### config.mk
export PLATFORM = sky130hd
export DESIGN_NAME = data_mem_access_unit
export DESIGN_NICKNAME = d
export VERILOG_FILES = /design/src/rtl/data_mem_access_unit_pkg.sv /design/src/rtl/data_mem_access_unit.sv
export SDC_FILE = /design/constraint.sdc
export NUM_CORES = 1
export LEC_CHECK = 0
export BUFFER_PORTS_ARGS = -buffer_cell sky130_fd_sc_hd__buf_2
export CORE_ASPECT_RATIO = 0.9
export CORE_UTILIZATION = 46
export CTS_CLUSTER_SIZE = 12
export DETAILED_ROUTE_END_ITERATION = 7
export PLACE_DENSITY = 0.89
export SYNTH_ARGS = -nofsm -noshare
export SYNTH_HDL_FRONTEND = slang
export SYNTH_SLANG_ARGS = --single-unit
### constraint.sdc
create_clock -name clk -period 1.7 [get_ports clk]
set_input_delay 0.17 -clock clk [delete_from_list [all_inputs] [get_ports clk]]
set_output_delay 0.17 -clock clk [all_outputs]
set_load 0.1 [all_outputs]
### src/rtl/data_mem_access_unit_pkg.sv
// Shared core definitions for the MEM-stage data access unit:
// access widths, bus size codes and FSM state type.
package data_mem_access_unit_pkg;

    localparam logic [1:0] MEM_WIDTH1 = 2'd1;
    localparam logic [1:0] MEM_WIDTH2 = 2'd2;
    localparam logic [1:0] MEM_WIDTH4 = 2'd3;

    localparam logic [1:0] BUS_SIZE_BYTE = 2'd0;
    localparam logic [1:0] BUS_SIZE_HALF = 2'd1;
    localparam logic [1:0] BUS_SIZE_WORD = 2'd2;

    typedef enum logic [2:0] {
        DM_IDLE,
        DM_REQ,
        DM_WAIT,
        DM_CANCEL,
        DM_DONE
    } dm_acc_state_t;

    // Unused width code falls back to a full word
    function automatic logic [1:0] bus_size(input logic [1:0] w);
        logic [1:0] s;
        s = BUS_SIZE_WORD;
        unique case (1'b1)
            (w == MEM_WIDTH1): s = BUS_SIZE_BYTE;
            (w == MEM_WIDTH2): s = BUS_SIZE_HALF;
            default:           s = BUS_SIZE_WORD;
        endcase
        return s;
    endfunction

endpackage

### src/rtl/data_mem_access_unit.sv
// MEM-stage data access unit: one outstanding SRAM-like bus access,
// with flush cancellation and a held response until the pipe advances.
module data_mem_access_unit
    import data_mem_access_unit_pkg::*;
#(
    parameter int ADDR_W = 32
) (
    input  logic              clk,
    input  logic              resetn,
    input  logic              mem_valid,
    input  logic              mem_write,
    input  logic [ADDR_W-1:0] mem_addr,
    input  logic [31:0]       mem_wdata,
    input  logic [3:0]        mem_wstrb,
    input  logic [1:0]        mem_size,
    input  logic              flush,
    input  logic              pipe_advance,
    output logic              mem_stall,
    output logic              resp_valid,
    output logic [31:0]       resp_rdata,
    output logic              data_req,
    output logic              data_wr,
    output logic [1:0]        data_size,
    output logic [ADDR_W-1:0] data_addr,
    output logic [31:0]       data_wdata,
    output logic [3:0]        data_wstrb,
    input  logic              data_addr_ok,
    input  logic              data_data_ok,
    input  logic [31:0]       data_rdata
);

    dm_acc_state_t     r_state;
    dm_acc_state_t     w_next;
    logic              r_wr;
    logic [ADDR_W-1:0] r_addr;
    logic [31:0]       r_wdata;
    logic [3:0]        r_wstrb;
    logic [1:0]        r_size;
    logic [31:0]       r_rdata;
    logic              w_capture;
    logic              w_load_resp;

    assign w_capture   = (r_state == DM_IDLE) && mem_valid && !flush;
    assign w_load_resp = (r_state == DM_WAIT) && data_data_ok && !flush;

    always_ff @(posedge clk or negedge resetn) begin
        if (!resetn) begin
            r_state <= DM_IDLE;
        end else begin
            r_state <= w_next;
        end
    end

    always_comb begin
        w_next = r_state;
        unique case (r_state)
            DM_IDLE: begin
                if (mem_valid && !flush) w_next = DM_REQ;
            end
            DM_REQ: begin
                if (data_addr_ok) w_next = flush ? DM_CANCEL : DM_WAIT;
                else if (flush)   w_next = DM_IDLE;
            end
            DM_WAIT: begin
                if (data_data_ok) w_next = flush ? DM_IDLE : DM_DONE;
                else if (flush)   w_next = DM_CANCEL;
            end
            // Drain the orphaned response before accepting new work
            DM_CANCEL: begin
                if (data_data_ok) w_next = DM_IDLE;
            end
            DM_DONE: begin
                if (pipe_advance || flush) w_next = DM_IDLE;
            end
            default: w_next = DM_IDLE;
        endcase
    end

    always_ff @(posedge clk or negedge resetn) begin
        if (!resetn) begin
            r_wr    <= 1'b0;
            r_addr  <= '0;
            r_wdata <= '0;
            r_wstrb <= '0;
            r_size  <= '0;
        end else if (w_capture) begin
            r_wr    <= mem_write;
            r_addr  <= mem_addr;
            r_wdata <= mem_wdata;
            r_wstrb <= mem_wstrb;
            r_size  <= bus_size(mem_size);
        end
    end

    always_ff @(posedge clk or negedge resetn) begin
        if (!resetn) begin
            r_rdata <= '0;
        end else if (w_load_resp) begin
            r_rdata <= r_wr ? 32'h0 : data_rdata;
        end
    end

    assign data_req   = (r_state == DM_REQ);
    assign data_wr    = r_wr;
    assign data_addr  = r_addr;
    assign data_wdata = r_wdata;
    assign data_wstrb = r_wstrb;
    assign data_size  = r_size;

    assign resp_valid = (r_state == DM_DONE);
    assign resp_rdata = r_rdata;

    // Gated by resetn so the stall drops the instant reset asserts
    assign mem_stall = resetn && (w_capture
                                  || (r_state == DM_REQ)
                                  || (r_state == DM_WAIT)
                                  || (r_state == DM_CANCEL));

endmodule

==> results.json, run 1 <==
{
  "run_status": "completed",
  "grt_pass1_vias": 3079,
  "startpoint_type": "register",
  "crit_chain": "nor2_4 > buf_4 > nand3_4 > buf_4 > mux2_2",
  "grt_pass1_wl_um": 14900,
  "clock_sinks": 106,
  "core_sq_um": 9210,
  "async_reset_ff_share_pct": 100,
  "timing.rr.end": "data_wdata[11]$_DFFE_PN0P_",
  "critPathMostFrequentCell": "buf_4",
  "dp_hpwl_um": 6980,
  "die_area_sq_um": 9980,
  "yosys_warnings": 0,
  "finalCriticalPeriod_ns": 1.63,
  "finalSetupViolCount": 0,
  "r2r_cells": 5,
  "fin_hold_ws_ns": 0.0292,
  "whs_path_depth": 2,
  "place_ws_ns": 0.0780,
  "wl_met3_um": 510,
  "htree_levels": 3,
  "area_growth_pct": 33.2,
  "synth_top_area_share_pct": 60.2,
  "fin_setup_tns_ns": 0,
  "maxCapViolations": 0,
  "met1_length_um": 3960,
  "cp_slowest_stage_delay_ns": 0.45,
  "numPortBuffers": 215,
  "path_class": "reg -> reg",
  "globalplace.congestion": 0.745,
  "vias_per_cell": 4.77,
  "timing.fmax_mhz": 613,
  "ys_top_cells_by_area": "dfrtp_1 60%, mux2_2 19%, mux2_4 6.8%",
  "worstPathRequired_ns": 1.94,
  "final_antenna_net_count": 0,
  "hold_violations": 0,
  "clock_path_buffers": 2,
  "wl_um": 9540,
  "end_kind": "register",
  "syn_area_per_cell_sq_um": 15.7,
  "design_area_sq_um": 5870,
  "drc": 0,
  "seq_area_frac_synth_pct": 60.2,
  "cts_tree": "done",
  "place_area_sq_um": 5630,
  "synthTopCellsByCount": "106 x dfrtp_1, 75 x mux2_2, 33 x nor2b_1",
  "topRoutingLayerUsed": "met4",
  "start_util_pct": 47.9,
  "reg2reg_from": "r_state[1]$_DFFE_PN0P_",
  "path_clk_slew_ns": 0.11,
  "final_max_slew_viol_count": 0,
  "tightest_slew_ns": 0.574,
  "rrSetupSlack_ns": 0.07,
  "insertion_delay_ns": 0.35,
  "antenna_found_initial": 1,
  "ys_ff_latch": 106,
  "synth_top_cell_by_area": "dfrtp_1",
  "hold_class": "in -> reg",
  "track_usage_pct": 18.8,
  "ios": 216,
  "synth_edf_count": 0,
  "wl_per_cell_um": 15.1,
  "fin_nets": 614,
  "die_y_um": 94.9,
  "die_w_um": 105,
  "wl_met2_um": 4860,
  "syn_nets": 392,
  "drive_gt1_share_pct": 67.5,
  "cts_root_buf": "clkbuf_8",
  "min_to": "data_addr[4]$_DFFE_PN0P_",
  "cts_buffers": 9,
  "worst_path_max_delay_cell": "dfrtp_2",
  "crit_fanout": 36,
  "worstPathArrival_ns": 1.87,
  "post-route-period-util_pct": 95.9,
  "synthFlopType": "dfrtp_1",
  "fin_ws_ns": 0.0694,
  "slew_headroom_pct": 61.7,
  "hp-start": "mem_addr[4]",
  "synth_cell_types": 27,
  "synth_most_common_cell": "dfrtp_1",
  "rsz0062_at_grt": "true",
  "fin_worst_skew_ns": 0.0129,
  "drt_pass1_iterations": 4,
  "grt_max_degree": 107,
  "drtIter0Drc": 92,
  "synthesis.area_sq_um": 4410,
  "vias": 3010,
  "grt_overflow_total": 0,
  "rows": 33,
  "netlist_instances": 281
}
-- placed cells by master (no fill, tap or decap) --
cell type and count:
a21o_1 1, a221oi_1 1, a311oi_1 1, a31oi_1 1, and2_1 1, and3b_1 1, buf_12 5, buf_2 211
buf_4 8, clkbuf_8 10, clkinv_2 1, clkinv_4 1, clkinvlp_4 1, dfrtp_1 103, dfrtp_2 3, diode_2 1
dlygate4sd3_1 2, ha_1 1, inv_1 3, inv_6 3, mux2_1 8, mux2_2 75, mux2_4 20, nand2_2 1
nand2b_1 2, nand3_1 1, nand3_4 1, nor2_1 2, nor2_4 1, nor2b_1 33, nor3_1 1, nor3b_1 1
nor3b_4 1, nor4_4 1, o21ai_0 1, o22a_1 1
-- critical path, delay by kind of cell, from the launching register on --
family	cells	cell delay, ns
buffers and inverters	2	0.53
DFF	1	0.45
and+or+nand+nor	2	0.12
muxes	1	0.39
-- repair_timing --
action,in CTS,in global routing
hold buffers,1,1
hold endpoints to repair,106,1
pin swaps,0,1
buffers inserted,1,2
endpoints found under the setup margin,1,1
resized for setup,3,0
-- final cells by class --
type                    count  area [sq um]
multi-input cells         157          1630
inverters                   3          11.3
repair buffers            226          1240
fillers                   714          3340
well taps                 122           153
diodes                      1          2.50
clock buffers              10           138
clock inverters             6          47.5
flip-flops and latches    106          2660
-- state kept, by name (all words and copies together) (netlist names) --
signal      flops
data_wstrb      4
r_state         3
resp_rdata     32
data_addr      32
data_wdata     32
data_wr         1
data_size       2
-- per-stage QoR --
stage	util, %	std cells
after detailed placement	61.2	609
after global placement	61.2	609
final	63.8	631
after CTS	63.5	627
after global routing	63.8	631
after floorplan	-	281
-- worst max path at each step --
stage | cells past startpoint | endpoint | slack (ns) | from
after floorplan | 3 | mem_stall | 0.10 | r_state[0]$_DFFE_PN0P_
after global placement | 4 | data_addr[12]$_DFFE_PN0P_ | 0.14 | r_state[0]$_DFFE_PN0P_
after detailed placement | 4 | resp_rdata[18]$_DFFE_PN0P_ | 0.08 | r_state[1]$_DFFE_PN0P_
after CTS | 4 | mem_stall | 0.02 | r_state[1]$_DFFE_PN0P_
after global routing | 5 | data_wdata[11]$_DFFE_PN0P_ | -0.02 | r_state[1]$_DFFE_PN0P_
final | 5 | data_wdata[11]$_DFFE_PN0P_ | 0.07 | r_state[1]$_DFFE_PN0P_
-- cells by family (layout without fill, tap and decap cells) --
logic type      count (synthesis)  in the layout  synth area share (%)
mux                           103            103                  28.0
buf+inv                        18            245                  3.29
compound gates                  6              6                  1.02
simple gates                   47             47                  7.21
other cells                     0              1                     0
fa+ha+maj                       1              1                 0.284
flops                         106            106                  60.2
-- routing by layer --
layer / global-route usage (%) / vias to the layer above
met1: 22.8 / 1448
li1: - / 1417
met4: 7.16 / 0
met3: 4.42 / 17
met5: 0 / -
met2: 32.9 / 128
Power of run 1 is left out: the tool's default activity adds up to more than one toggle a clock period on the data nets, which glitch-free logic cannot reach.
==> run 2: changes to the inputs <==
Settings changed: ABC_CLOCK_PERIOD_IN_PS set to 1700, MAX_ROUTING_LAYER set to met4.
==> results.json, run 2 (synthesis gave the netlist of run 1 again) <==
{
  "grt_max_degree": 107,
  "finalCriticalPeriod_ns": 1.63,
  "grt_pass1_wl_um": 14900,
  "clock_sinks": 106,
  "rows": 33,
  "post-place-cells": 609,
  "startpoint_type": "register",
  "wl_per_cell_um": 15.1,
  "drc": 0,
  "final_antenna_net_count": 0,
  "timing.fmax_mhz": 614,
  "tightest_slew_ns": 0.582,
  "insertion_delay_ns": 0.35,
  "worstPathArrival_ns": 1.87,
  "vias_per_cell": 4.77,
  "run_status": "completed",
  "fin_worst_skew_ns": 0.0129,
  "ios": 216,
  "final_max_slew_viol_count": 0,
  "path_class": "reg -> reg",
  "end_kind": "register",
  "final_common_cell": "buf_2",
  "slew_headroom_pct": 61.2,
  "grt_pass1_vias": 3070,
  "finalNonFillerCells": 631,
  "path_clk_slew_ns": 0.11,
  "post-route-period-util_pct": 95.9,
  "hold_class": "in -> reg",
  "vias": 3010,
  "htree_levels": 3,
  "globalplace.congestion": 0.755,
  "die_y_um": 94.9,
  "antenna_found_initial": 1,
  "area_growth_pct": 33.2,
  "die_w_um": 105,
  "finalSetupViolCount": 0,
  "hold_violations": 0,
  "cts_buffers": 9,
  "clock_path_buffers": 2,
  "fin_nets": 614,
  "cts_tree": "done",
  "wl_um": 9550,
  "start_util_pct": 47.9,
  "grt_overflow_total": 0,
  "mostFrequentLayoutCells": "211 x buf_2, 103 x dfrtp_1, 75 x mux2_2, 33 x nor2b_1, 20 x mux2_4",
  "maxCapViolations": 0,
  "drt_pass1_iterations": 4,
  "die_area_sq_um": 9980,
  "dp_hpwl_um": 6980,
  "rsz0062_at_grt": "true",
  "design_area_sq_um": 5870,
  "crit_fanout": 36,
  "drtIter0Drc": 76,
  "core_sq_um": 9210,
  "drive_gt1_share_pct": 67.5,
  "track_usage_pct": 19.5,
  "worstPathRequired_ns": 1.94,
  "place_area_sq_um": 5630,
  "numPortBuffers": 215,
  "cts_root_buf": "clkbuf_8"
}
run 2: per-stage QoR:
step	util [%]	setup TNS, ns	hold slack [ns]	setup WS (ns)
after detailed placement	61.2	0	0.298	0.0780
after global routing	63.8	-0.247	0.00141	-0.0219
final	63.8	0	0.0292	0.0700
after CTS	63.5	0	0.00378	0.0160
after global placement	61.2	0	0.289	0.135
after floorplan	-	0	-0.126	0.104
run 2: path summary, 6_finish.rpt:
path                                                   end                     start  slack (ns)  cells after the start
worst max-delay path            data_wdata[11]$_DFFE_PN0P_    r_state[1]$_DFFE_PN0P_        0.07                      5
worst min-delay path              data_addr[4]$_DFFE_PN0P_               mem_addr[4]        0.03                      2
worst max register to register  data_wdata[11]$_DFFE_PN0P_    r_state[1]$_DFFE_PN0P_        0.07                      5
worst min register to register    data_addr[8]$_DFFE_PN0P_  data_addr[8]$_DFFE_PN0P_        0.50                      1
max in group asynchronous           r_state[0]$_DFFE_PN0P_                    resetn        0.80                      3
min in group asynchronous       resp_rdata[21]$_DFFE_PN0P_                    resetn        0.41                      3
run 2: critical path, stage by stage (launching register included):
cell and delay [ns]:
dfrtp_2 0.45, nor2_4 0.06, buf_4 0.13, nand3_4 0.06, buf_4 0.39, mux2_2 0.39
run 2: layer usage:
| metal | part of all wire [%] | global-route usage, % |
|---|---|---|
| met4 | 2.2 | 7.16 |
| met3 | 4.7 | 3.80 |
| met1 | 42 | 23.4 |
| met5 | 0 | - |
| met2 | 51 | 32.9 |
run 2: cell type report:
| cell class | count | area (sq um) |
|---|---|---|
| fillers | 714 | 3340 |
| diodes | 1 | 2.50 |
| well taps | 122 | 153 |
| repair buffers | 226 | 1240 |
| multi-input cells | 157 | 1630 |
| clock inverters | 6 | 47.5 |
| inverters | 3 | 11.3 |
| clock buffers | 10 | 138 |
| flip-flops and latches | 106 | 2660 |
run 2: repair_timing:
action                     CTS  global route
resized for setup            3             0
pin swaps                    0             1
hold buffers                 1             1
buffers inserted             1             2
setup endpoints to repair    1             1
hold endpoints to repair   106             1
Power of run 2 is left out for the same reason.
